[config.mk]
export PLATFORM = sky130hd
export DESIGN_NAME = iter_alu_ext_flat
export DESIGN_NICKNAME = d
export VERILOG_FILES = /design/src/rtl/alu_ext_pkg.sv /design/src/rtl/iter_alu_ext_if.sv /design/src/rtl/alu_ext_step.sv /design/src/rtl/iter_alu_ext.sv /design/src/flat_wrapper.sv
export SDC_FILE = /design/constraint.sdc
export NUM_CORES = 1
export LEC_CHECK = 0
export ABC_AREA = 1
export BUFFER_PORTS_ARGS = -buffer_cell sky130_fd_sc_hd__buf_2
export CORE_MARGIN = 10
export CORE_UTILIZATION = 54
export CTS_BUF_LIST = sky130_fd_sc_hd__clkbuf_4 sky130_fd_sc_hd__clkbuf_8
export CTS_CLUSTER_DIAMETER = 50
export CTS_CLUSTER_SIZE = 10
export DETAILED_ROUTE_END_ITERATION = 16
export PLACE_DENSITY = 0.82
export SLEW_MARGIN = 5
export SYNTH_ARGS = -nofsm -noshare
export SYNTH_HDL_FRONTEND = slang
export SYNTH_SLANG_ARGS = --single-unit
[constraint.sdc]
create_clock -name CLOCK -period 1.6 [get_ports CLOCK]
set_input_delay 0.32 -clock CLOCK [delete_from_list [all_inputs] [get_ports CLOCK]]
set_output_delay 0.32 -clock CLOCK [all_outputs]
set_load 0.05 [all_outputs]
[src/rtl/alu_ext_pkg.sv]
// Shared definitions for the iterative ALU extension.
// Contents:
//   ALU_DATA_WIDTH / ALU_CNT_WIDTH : default operand and step-counter widths
//   alu_op_e                       : opcode encodings (MUL, SLL, SRL, SRA, ROR)
//   alu_state_e                    : FSM state encodings (IDLE, RUN, FIN)
package alu_ext_pkg;

  localparam int ALU_DATA_WIDTH = 8;
  localparam int ALU_CNT_WIDTH  = 4;

  typedef enum logic [2:0] {
    MUL = 3'b000,
    SLL = 3'b001,
    SRL = 3'b010,
    SRA = 3'b011,
    ROR = 3'b100
  } alu_op_e;

  typedef enum logic [1:0] {
    IDLE = 2'd0,
    RUN  = 2'd1,
    FIN  = 2'd2
  } alu_state_e;

endpackage

[src/rtl/iter_alu_ext_if.sv]
// Request/response bundle between the register file / control logic and
// iter_alu_ext.
// Handshake: START is a single-cycle request sampled on the rising clock
// edge; it is accepted only while the unit is not busy (IDLE or FIN) and is
// ignored while BUSY=1. OPCODE/DATA1/DATA2 only need to be valid on the
// accepting edge. DONE pulses for one cycle when RESULT becomes valid;
// RESULT then holds until the next accepted START.
// Signals:
//   START, OPCODE, DATA1, DATA2 : requester -> ALU
//   RESULT, BUSY, DONE          : ALU -> requester
//   STATE                       : ALU -> observer, FSM state for debug
// Modports: master (requester side), slave (ALU side).
interface iter_alu_ext_if
  import alu_ext_pkg::*;
#(
  parameter int DATA_WIDTH = ALU_DATA_WIDTH
);
  logic                  START;
  logic [2:0]            OPCODE;
  logic [DATA_WIDTH-1:0] DATA1;
  logic [DATA_WIDTH-1:0] DATA2;
  logic [DATA_WIDTH-1:0] RESULT;
  logic                  BUSY;
  logic                  DONE;
  alu_state_e            STATE;

  modport master (
    output START, OPCODE, DATA1, DATA2,
    input  RESULT, BUSY, DONE, STATE
  );

  modport slave (
    input  START, OPCODE, DATA1, DATA2,
    output RESULT, BUSY, DONE, STATE
  );
endinterface

[src/rtl/alu_ext_step.sv]
// Combinational single-step datapath for iter_alu_ext.
// MUL performs one shift-add step on (acc, multiplicand, multiplier);
// shift opcodes move acc by one bit position. Unknown opcodes hold state.
// Ports:
//   i_opcode  : operation select
//   i_acc     : accumulator / value being shifted
//   i_mcand   : multiplicand (MUL only)
//   i_mplier  : remaining multiplier (MUL only)
//   o_acc, o_mcand, o_mplier : values after one step
module alu_ext_step
  import alu_ext_pkg::*;
#(
  parameter int DATA_WIDTH = ALU_DATA_WIDTH
) (
  input  logic [2:0]            i_opcode,
  input  logic [DATA_WIDTH-1:0] i_acc,
  input  logic [DATA_WIDTH-1:0] i_mcand,
  input  logic [DATA_WIDTH-1:0] i_mplier,
  output logic [DATA_WIDTH-1:0] o_acc,
  output logic [DATA_WIDTH-1:0] o_mcand,
  output logic [DATA_WIDTH-1:0] o_mplier
);

  always_comb begin
    o_acc    = i_acc;
    o_mcand  = i_mcand;
    o_mplier = i_mplier;
    case (i_opcode)
      MUL: begin
        // Accumulator keeps only the low DATA_WIDTH bits; overflow drops.
        if (i_mplier[0]) o_acc = i_acc + i_mcand;
        o_mcand  = i_mcand << 1;
        o_mplier = i_mplier >> 1;
      end
      SLL:     o_acc = i_acc << 1;
      SRL:     o_acc = i_acc >> 1;
      SRA:     o_acc = {i_acc[DATA_WIDTH-1], i_acc[DATA_WIDTH-1:1]};
      ROR:     o_acc = {i_acc[0], i_acc[DATA_WIDTH-1:1]};
      default: ;
    endcase
  end

endmodule

[src/rtl/iter_alu_ext.sv]
// Multi-cycle ALU extension: MUL, SLL, SRL, SRA, ROR, one bit per cycle.
// Sits behind the register-file read ports; RESULT feeds the write-data mux,
// DONE qualifies the register-file write and BUSY stalls the PC.
// Ports:
//   CLOCK : system clock, all state on posedge
//   RESET : synchronous, active-high
//   bus   : iter_alu_ext_if.slave (START/OPCODE/DATA1/DATA2 in,
//           RESULT/BUSY/DONE/STATE out)
// Optional feature macro: ITER_ALU_EARLY_EXIT_EN -- when defined, MUL stops
// after the highest set bit of the multiplier instead of running all steps.
module iter_alu_ext
  import alu_ext_pkg::*;
#(
  parameter int DATA_WIDTH = ALU_DATA_WIDTH,
  parameter int CNT_WIDTH  = ALU_CNT_WIDTH
) (
  input logic          CLOCK,
  input logic          RESET,
  iter_alu_ext_if.slave bus
);

  alu_state_e            r_state;
  logic [CNT_WIDTH-1:0]  r_cnt;
  logic [2:0]            r_op;
  logic [DATA_WIDTH-1:0] r_acc;
  logic [DATA_WIDTH-1:0] r_mcand;
  logic [DATA_WIDTH-1:0] r_mplier;
  logic [DATA_WIDTH-1:0] r_result;
  logic                  r_busy;
  logic                  r_done;

  logic [CNT_WIDTH-1:0]  w_steps;
  logic [DATA_WIDTH-1:0] w_zero_result;
  logic [DATA_WIDTH-1:0] w_acc_init;
  logic [DATA_WIDTH-1:0] w_acc_next;
  logic [DATA_WIDTH-1:0] w_mcand_next;
  logic [DATA_WIDTH-1:0] w_mplier_next;

  // Step count and zero-step result for the request currently on the bus.
  always_comb begin
    w_steps       = '0;
    w_zero_result = '0;
    w_acc_init    = bus.DATA1;
    case (bus.OPCODE)
      MUL: begin
        w_acc_init = '0;
`ifdef ITER_ALU_EARLY_EXIT_EN
        // Latency is the index of the top set multiplier bit plus one.
        for (int i = 0; i < DATA_WIDTH; i++) begin
          if (bus.DATA2[i]) w_steps = CNT_WIDTH'(i + 1);
        end
`else
        w_steps = CNT_WIDTH'(DATA_WIDTH);
`endif
      end
      SLL, SRL, SRA: begin
        // Any amount of DATA_WIDTH or more saturates at DATA_WIDTH steps,
        // which already yields all-zero / all-sign-bit results.
        w_steps = (int'(bus.DATA2) >= DATA_WIDTH) ? CNT_WIDTH'(DATA_WIDTH)
                                                  : CNT_WIDTH'(bus.DATA2);
        w_zero_result = bus.DATA1;
      end
      ROR: begin
        w_steps       = CNT_WIDTH'(int'(bus.DATA2) % DATA_WIDTH);
        w_zero_result = bus.DATA1;
      end
      default: w_acc_init = '0;
    endcase
  end

  alu_ext_step #(
    .DATA_WIDTH (DATA_WIDTH)
  ) u_step (
    .i_opcode (r_op),
    .i_acc    (r_acc),
    .i_mcand  (r_mcand),
    .i_mplier (r_mplier),
    .o_acc    (w_acc_next),
    .o_mcand  (w_mcand_next),
    .o_mplier (w_mplier_next)
  );

  always_ff @(posedge CLOCK) begin
    if (RESET) begin
      r_state  <= IDLE;
      r_cnt    <= '0;
      r_op     <= '0;
      r_acc    <= '0;
      r_mcand  <= '0;
      r_mplier <= '0;
      r_result <= '0;
      r_busy   <= 1'b0;
      r_done   <= 1'b0;
    end else begin
      case (r_state)
        IDLE, FIN: begin
          if (bus.START) begin
            r_op     <= bus.OPCODE;
            r_acc    <= w_acc_init;
            r_mcand  <= bus.DATA1;
            r_mplier <= bus.DATA2;
            r_cnt    <= w_steps;
            if (w_steps == '0) begin
              r_state  <= FIN;
              r_result <= w_zero_result;
              r_busy   <= 1'b0;
              r_done   <= 1'b1;
            end else begin
              r_state <= RUN;
              r_busy  <= 1'b1;
              r_done  <= 1'b0;
            end
          end else begin
            r_state <= IDLE;
            r_busy  <= 1'b0;
            r_done  <= 1'b0;
          end
        end
        RUN: begin
          r_acc    <= w_acc_next;
          r_mcand  <= w_mcand_next;
          r_mplier <= w_mplier_next;
          r_cnt    <= r_cnt - 1'b1;
          // The edge performing the final step publishes the result.
          if (r_cnt == CNT_WIDTH'(1)) begin
            r_state  <= FIN;
            r_result <= w_acc_next;
            r_busy   <= 1'b0;
            r_done   <= 1'b1;
          end
        end
        default: begin
          r_state <= IDLE;
          r_busy  <= 1'b0;
          r_done  <= 1'b0;
        end
      endcase
    end
  end

  assign bus.RESULT = r_result;
  assign bus.BUSY   = r_busy;
  assign bus.DONE   = r_done;
  assign bus.STATE  = r_state;

endmodule

[src/flat_wrapper.sv]
// flat-port wrapper written by rule: the top's interface ports become plain ports
module iter_alu_ext_flat import alu_ext_pkg::*;
#(
  parameter int DATA_WIDTH = ALU_DATA_WIDTH,
  parameter int CNT_WIDTH  = ALU_CNT_WIDTH
)
  (CLOCK, RESET, bus_START, bus_OPCODE, bus_DATA1, bus_DATA2, bus_RESULT, bus_BUSY, bus_DONE, bus_STATE);
  iter_alu_ext_if #(.DATA_WIDTH(DATA_WIDTH)) bus_i ();
  input logic CLOCK;
  input logic RESET;
  input wire logic [$bits(bus_i.START)-1:0] bus_START;
  input wire logic [$bits(bus_i.OPCODE)-1:0] bus_OPCODE;
  input wire logic [$bits(bus_i.DATA1)-1:0] bus_DATA1;
  input wire logic [$bits(bus_i.DATA2)-1:0] bus_DATA2;
  output wire logic [$bits(bus_i.RESULT)-1:0] bus_RESULT;
  output wire logic [$bits(bus_i.BUSY)-1:0] bus_BUSY;
  output wire logic [$bits(bus_i.DONE)-1:0] bus_DONE;
  output wire logic [$bits(bus_i.STATE)-1:0] bus_STATE;
  assign bus_i.START = bus_START;
  assign bus_i.OPCODE = bus_OPCODE;
  assign bus_i.DATA1 = bus_DATA1;
  assign bus_i.DATA2 = bus_DATA2;
  assign bus_RESULT = bus_i.RESULT;
  assign bus_BUSY = bus_i.BUSY;
  assign bus_DONE = bus_i.DONE;
  assign bus_STATE = bus_i.STATE;
  iter_alu_ext #(.DATA_WIDTH(DATA_WIDTH), .CNT_WIDTH(CNT_WIDTH)) u_core (.CLOCK(CLOCK), .RESET(RESET), .bus(bus_i));
endmodule
==> summary.md, run 1 <==
| Metric | Value |
|---|---|
| Status | finished, violations left |
| Failing checks | setup timing |
| Total number of vias | 2,930 |
| Max rail drop VDD | 0.543 mV |
| Max stage delay cell, worst path | fa_2 |
| GP Congestion | 0.939 |
| #FFs+latches synth | 41 |
| IO Count | 34 |
| Cell repeated most along the worst path | o21ai_2 |
| Num Clock Sinks | 41 |
| # hold bufs at CTS | 0 |
| GR Util met1 | 0.218 |
| Worst Path Max Fanout | 2 |
| Static Leak | 1.69 nW |
| Kind of critical path | flop to flop |
| Cell variety after synth | 40 |
| Worst-skew pair later-pin latency | 0.30 ns |
| Final setup viols | 9 |
| Area Growth Syn to Fin | 27.3% |
| Row count | 25 |
| Post-DR wirelength/cell | 14.1 um |
| Synth area leaders | dfxtp_1, nand2_1, inv_1 |
| CTS Buf Count | 5 |
| Netlist Area Pre-Place | 0.00263 mm2 |
| IO buf count | 33 |
| Fmax | 0.539 GHz |
| HPWL after detailed placement | 5690 um |
| Fin crit share | 1.16 |
| Relative slew slack | 0.728 |
| Yosys Warn Count | 0 |
| Placement Setup Slack | -0.136 ns |
| Fin crit period | 1.85 ns |
| Nets | 506 |
| Post-route DRC | 0 |
| Worst hold path type | input pin to flop |
| Clk root buf | clkbuf_8 |
| Initial Utilization | 0.558 |
| PwrDens | 950 mW/mm2 |
| Setup TNS | -1.21 ns |
| Worst setup margin | -0.254 ns |
| Worst Setup End Kind | flop |
| Final hold slack | 0.279 ns |
| Vias in the first global route | 2,814 |
| Cell taking the most area after synthesis | dfxtp_1 |
| CP Launch Type | flop |
| Slowest cell delay on critical path | 0.53 ns |
| M2 GR Usage | 0.326 |
| RSZ-0062 raised after global routing | true |
| Die X | 89.8 um |
| Asr flop ratio synth | 0 |
| Die H | 89.8 um |
| Clock buffer depth | 2 |
| Commonest cells post-synth | nand2_1, inv_1, dfxtp_1 |
| WP data required | 1.80 ns |
| Top-area cell type share of the netlist area | 0.312 |
| Final Cell Area | 0.00335 mm2 |
| 1st-iter DRT viols | 248 |
| Total power | 3.19 mW |
| Slew Limit Fails | 0 |
| Syn nets | 442 |
| Final ANT Viol Nets | 0 |
| Clock slew at reported path FFs | 0.09 ns |
| Initial antenna violation count | 0 |
| Max_cap viols | 0 |
| Top FF cell, synth | dfxtp_1 |
| Post-synthesis sequential area ratio | 0.312 |
| CTS tree | built |
| Core Area | 0.00472 mm2 |
| Share of layout cells above drive strength 1 | 0.291 |
| Filler cells | 405 |
| Die area | 0.00807 mm2 |
| DP Area | 0.00313 mm2 |
| Cells after Synth | 410 |
| Final hold violation count | 0 |
| Post-synth EDFFs | 0 |
| Buf+Inv Stages, Crit Path | 1 |
| Met3 GRT Util | 0.0324 |
| Largest net degree at the start of global routing | 30 |
| Family with the most delay on the worst path | adder cells |
| H-tree levels | 2 |
| Syn avg cell area | 6.42 um2 |
| Total gr overflow | 0 |
| Total Wirelength | 7650 um |
| Antenna cells | 0 |
| First-pass GRT wire length | 12,900 um |
| Busiest grt layer | met2 |
| Clock skew | 0.00748 ns |
| Measured slew at the worst slew-check pin | 0.407 ns |
| Pre-Repair DR Iteration Count | 5 |
| Tot GR Track Use | 0.185 |
| Vias/cell | 5.41 |
| Worst EP arrival | 2.05 ns |
| Crit path cell chain | ha_4 -> inv_2 -> fa_2 -> o21ai_2 -> nand3_2 -> nand3_2 -> o21ai_2 -> o21ai_2 -> nor2_1 -> nor2_1 |
| Top-count cell post-synth | nand2_1 |
-- routing by layer --
metal  vias to the layer above  share of wire
met3                        22          0.050
met5                         -              0
met4                         0          0.026
li1                       1456              -
met1                      1345           0.42
met2                       107           0.50
-- report_power, final --
| part | switching, mW | total [mW] | internal [mW] |
|---|---|---|---|
| combinational | 0.759 | 1.25 | 0.487 |
| clock | 0.393 | 0.695 | 0.302 |
| sequential | 0.0988 | 1.24 | 1.15 |
-- tightest hold or removal path, delay by kind of cell --
family | cells | cell delay [ns]
AO/OA/AOI/OAI | 1 | 0.07
buffers and inverters | 1 | 0.11
AND/OR/NAND/NOR | 1 | 0.05
-- through the flow --
step	utilization	std cells
after floorplan	-	410
after global placement	0.662	533
after detailed placement	0.662	533
after CTS	0.698	541
after global routing	0.710	542
final	0.710	542
-- logic make-up after synthesis --
family          count (synthesis)  share of synthesized area
simple gates                  183                      0.301
buf+inv                        79                      0.122
fa+ha+maj                      10                     0.0504
flops                          41                      0.312
xor+xnor                        2                    0.00665
compound gates                 95                      0.209
-- layout by cell type (no fill, tap or decap), types with 2 or more instances in the layout --
cell / n
a211o_1: 2
a21oi_1: 21
a21oi_2: 3
a31oi_1: 16
buf_2: 33
buf_4: 39
clkbuf_8: 5
clkinv_2: 2
dfxtp_1: 30
dfxtp_2: 9
dfxtp_4: 2
ha_1: 3
ha_4: 6
inv_1: 56
inv_2: 7
nand2_1: 106
nand2_2: 6
nand3_1: 21
nand3_2: 4
nand4_1: 2
nor2_1: 30
nor2_2: 6
nor2_4: 3
nor3_1: 2
o211ai_1: 2
o21ai_0: 31
o21ai_1: 3
o21ai_2: 5
o21bai_1: 4
-- path summary, 6_finish.rpt --
check	depth (start not counted)	slack [ns]	from	to
hold / removal	3	0.28	bus_DATA1[5]	u_core.r_mcand[5]
hold reg to reg	2	0.47	u_core.r_mplier[7]	u_core.r_mplier[7]
setup / recovery	10	-0.25	u_core.r_mcand[0]	u_core.bus.RESULT[1]
setup reg to reg	10	-0.25	u_core.r_mcand[0]	u_core.bus.RESULT[1]
-- layout make-up --
class                      instances  area (um2)  area share
timing repair buffer              73         478       0.143
clock buffer                       5        68.8      0.0205
multi-input combinational        290        1630       0.486
clock inverter                     3        17.5     0.00522
inverter                          63         236      0.0705
sequential                        41         840       0.250
tap                               67        83.8      0.0250
-- what timing repair did --
action | 4_1_cts | 5_1_grt
setup endpoints to repair | 14 | 20
gates resized for setup | 14 | 17
setup buffers | 0 | 1
pin swaps | 7 | 12
-- state kept, by name, summed over array words and instances (netlist names) --
name / cells
u_core.bus.RESULT: 8
u_core.r_acc: 8
u_core.r_mcand: 8
u_core.r_mplier: 8
u_core.r_cnt: 4
u_core.r_op: 3
u_core.bus.BUSY: 1
u_core.bus.STATE: 1
Note: power is estimated with default switching activity, not from simulation.
==> run 2: changes to the inputs <==
--- a/config.mk
+++ b/config.mk
@@ -5,7 +5,7 @@
 export SDC_FILE = /design/constraint.sdc
 export NUM_CORES = 1
 export LEC_CHECK = 0
-export ABC_AREA = 1
+export ABC_AREA = 0
 export BUFFER_PORTS_ARGS = -buffer_cell sky130_fd_sc_hd__buf_2
 export CORE_MARGIN = 10
 export CORE_UTILIZATION = 54
@@ -13,6 +13,7 @@
 export CTS_CLUSTER_DIAMETER = 50
 export CTS_CLUSTER_SIZE = 10
 export DETAILED_ROUTE_END_ITERATION = 16
+export GPL_TIMING_DRIVEN = 1
 export PLACE_DENSITY = 0.82
 export SLEW_MARGIN = 5
 export SYNTH_ARGS = -nofsm -noshare
==> run 2 against run 1 <==
The run still ends with setup timing left. Cell count fell by 7.9%. Sequential share of layout area shrank 3.8 points. Area after synthesis rose by 0.14%. Total power rose by 23%. Critical endpoint is now u_core.r_acc[4].
==> summary.md, run 2 <==
| Metric | Value |
|---|---|
| Commonest cells post-synth | nand2_1, nor2_1, dfxtp_1 |
| Fin crit period | 2.12 ns (+0.265 ns) |
| Final hold violation count | 0 (unchanged) |
| Final ANT Viol Nets | 0 (unchanged) |
| First-pass GRT wire length | 15,200 um (+18%) |
| Seq. cell area | 850 um2 (+1.2%) |
| Top-area cell type share of the netlist area | 0.311 (-0.000444) |
| CTS Buf Count | 5 (unchanged) |
| Top FF cell, synth | dfxtp_1 |
| Status | finished, violations left |
| GP Congestion | 0.974 (+3.7%) |
| Cells after Synth | 345 (-16%) |
| Commonest non-fill, non-tap cell in the layout | buf_4 |
| Pre-Repair DR Iteration Count | 7 (+2) |
| Placement Setup Slack | -0.327 ns (-0.191 ns) |
| Total number of vias | 3,406 (+16%) |
| Filler cells | 232 (-43%) |
| Area Growth Syn to Fin | 51.6% |
| Share of layout cells above drive strength 1 | 0.475 (+0.184) |
| Most frequent cells in the layout | buf_4, nand2_1, nor2_1, buf_2, dfxtp_1 |
| DP Area | 0.00338 mm2 (+8.0%) |
| Slew Limit Fails | 0 (unchanged) |
| Buf+Inv Stages, Crit Path | 1 (unchanged) |
| Register-to-Register Path Depth | 9 (-1) |
| Vias/cell | 6.83 (+26%) |
| IO buf count | 33 (unchanged) |
| Top-count cell post-synth | nand2_1 |
| IO Count | 34 (unchanged) |
| Vias in the first global route | 3,082 (+9.5%) |
| Crit path cell chain | ha_4 -> inv_2 -> fa_2 -> nor2b_4 -> o21ai_2 -> nand3_1 -> nor4b_4 -> o211ai_1 -> a21oi_1 |
| Setup TNS | -6.94 ns (-5.74 ns) |
| WP data required | 1.79 ns (about the same) |
| Post-Layout Cell Count | 499 (-7.9%) |
| Fin crit share | 1.32 (+0.166) |
| 1st-iter DRT viols | 699 (+180%) |
| Family with the most delay on the worst path | compound AO/OA/AOI/OAI gates |
| Post-route DRC | 0 (unchanged) |
| Tot GR Track Use | 0.222 (+0.0375) |
| Nets | 463 (-8.5%) |
| Die H | 89.9 um (about the same) |
| Total gr overflow | 0 (unchanged) |
| Failing checks | setup timing |
| Cell taking the most area after synthesis | dfxtp_1 |
| Post-synth EDFFs | 0 (unchanged) |
| H-tree levels | 2 (unchanged) |
| CTS tree | built |
| Syn avg cell area | 7.65 um2 (+19%) |
| Clock buffer depth | 2 (unchanged) |
| Final hold slack | 0.297 ns (+0.0179 ns) |
| Max_cap viols | 0 (unchanged) |
| PwrDens | 980 mW/mm2 (+3.2%) |
| Largest net degree at the start of global routing | 23 (-23%) |
| Row count | 25 (unchanged) |
| Total power | 3.92 mW (+23%) |
| Worst EP arrival | 2.31 ns (+0.26 ns) |
| Worst hold path type | input pin to flop |
| Measured slew at the worst slew-check pin | 0.397 ns (-0.00972 ns) |
| Max rail drop VDD | 0.680 mV (+25%) |
| Netlist Area Pre-Place | 0.00264 mm2 (+0.14%) |
| Clock skew | 0.0122 ns (+0.00474 ns) |
| Worst Path Max Fanout | 3 (+1) |
| Core Area | 0.00472 mm2 (unchanged) |
| Placed Cells | 481 (-9.8%) |
| Asr flop ratio synth | 0 (unchanged) |
| Syn nets | 377 (-15%) |
| Final Cell Area | 0.00400 mm2 (+19%) |
| Final setup viols | 32 (+23) |
| Multi-input gate area | 0.00207 mm2 (+27%) |
| Clk root buf | clkbuf_8 |
| Initial Utilization | 0.558 (+0.000795) |
| Static Leak | 1.60 nW (-5.2%) |
| Die area | 0.00808 mm2 (+0.10%) |
| Relative slew slack | 0.735 (+0.00693) |
| Hold Crit Depth | 3 (unchanged) |
| Total Wirelength | 12,000 um (+57%) |
| Slowest cell delay on critical path | 0.37 ns (-0.16 ns) |
| Yosys Warn Count | 0 (unchanged) |
| Kind of critical path | flop to flop |
| Antenna cells | 0 (unchanged) |
| CP Launch Type | flop |
| Crit path depth | 9 (-1) |
| Num Clock Sinks | 41 (unchanged) |
| Final core utilization | 0.847 (+0.137) |
| Worst Setup End Kind | flop |
| Post-synthesis sequential area ratio | 0.311 (-0.000444) |
| Initial antenna violation count | 0 (unchanged) |
| Post-DR wirelength/cell | 24.0 um (+70%) |
| Worst-skew pair later-pin latency | 0.31 ns (about the same) |
| Die X | 89.9 um (about the same) |
| Max stage delay cell, worst path | dfxtp_2 |
| #FFs+latches synth | 41 (unchanged) |
| RSZ-0062 raised after global routing | true |
| Clock slew at reported path FFs | 0.09 ns (about the same) |
| # hold bufs at CTS | 0 (unchanged) |
| HPWL after detailed placement | 6000 um (+5.5%) |
| Fmax | 0.472 GHz (-12%) |
| Worst setup margin | -0.519 ns (-0.265 ns) |
| Cell variety after synth | 58 (+45%) |
| Synth area leaders | dfxtp_1, nand2_1, nor2_1 |
-- run 2: report_power, final --
part | internal (mW) | switching [mW]
logic | 0.728 | 1.01
clock network | 0.526 | 0.400
registers | 1.14 | 0.115
-- run 2: tightest hold or removal path: cells and delay by family --
kind,cells,cell delay [ns]
AO/OA/AOI/OAI,1,0.08
buffers and inverters,1,0.11
AND/OR/NAND/NOR,1,0.06
-- run 2: per-layer routing --
layer | up-vias | GRT usage | part of all wire | routed length (um)
met2 | 313 | 0.391 | 0.47 | 5580
met5 | - | 0 | 0 | 0
met1 | 1555 | 0.240 | 0.34 | 4050
met3 | 121 | 0.0482 | 0.11 | 1310
li1 | 1417 | - | - | -
met4 | 0 | 0.130 | 0.088 | 1050
-- run 2: cell families (layout without fill, tap and decap cells) --
group | Yosys count | in the layout | share of synthesized area
flops | 41 | 41 | 0.311
compound gates | 113 | 113 | 0.304
fa+ha+maj | 10 | 10 | 0.0503
xor+xnor | 5 | 5 | 0.0195
buf+inv | 38 | 125 | 0.0693
simple gates | 136 | 136 | 0.238
mux | 2 | 2 | 0.00806
-- run 2: worst paths after layout --
path	to	slack [ns]	startpoint
hold / removal	u_core.r_mplier[5]	0.30	bus_DATA2[5]
hold reg to reg	u_core.r_mplier[5]	0.49	u_core.r_mplier[6]
setup / recovery	u_core.r_acc[4]	-0.52	u_core.r_mcand[0]
setup reg to reg	u_core.r_acc[4]	-0.52	u_core.r_mcand[0]
-- run 2: cell type report --
type	count	share of cell area
Multi-Input combinational cell	266	0.518
Sequential cell	41	0.212
Timing Repair Buffer	105	0.207
Clock buffer	7	0.0225
Tap cell	67	0.0210
Inverter	12	0.0113
Clock inverter	1	0.00751
-- run 2: what timing repair did --
action | CTS | global route
pin swaps | 32 | 24
cloned | 3 | 0
setup endpoints to repair | 32 | 32
gates resized for setup | 47 | 48
setup buffers | 2 | 7
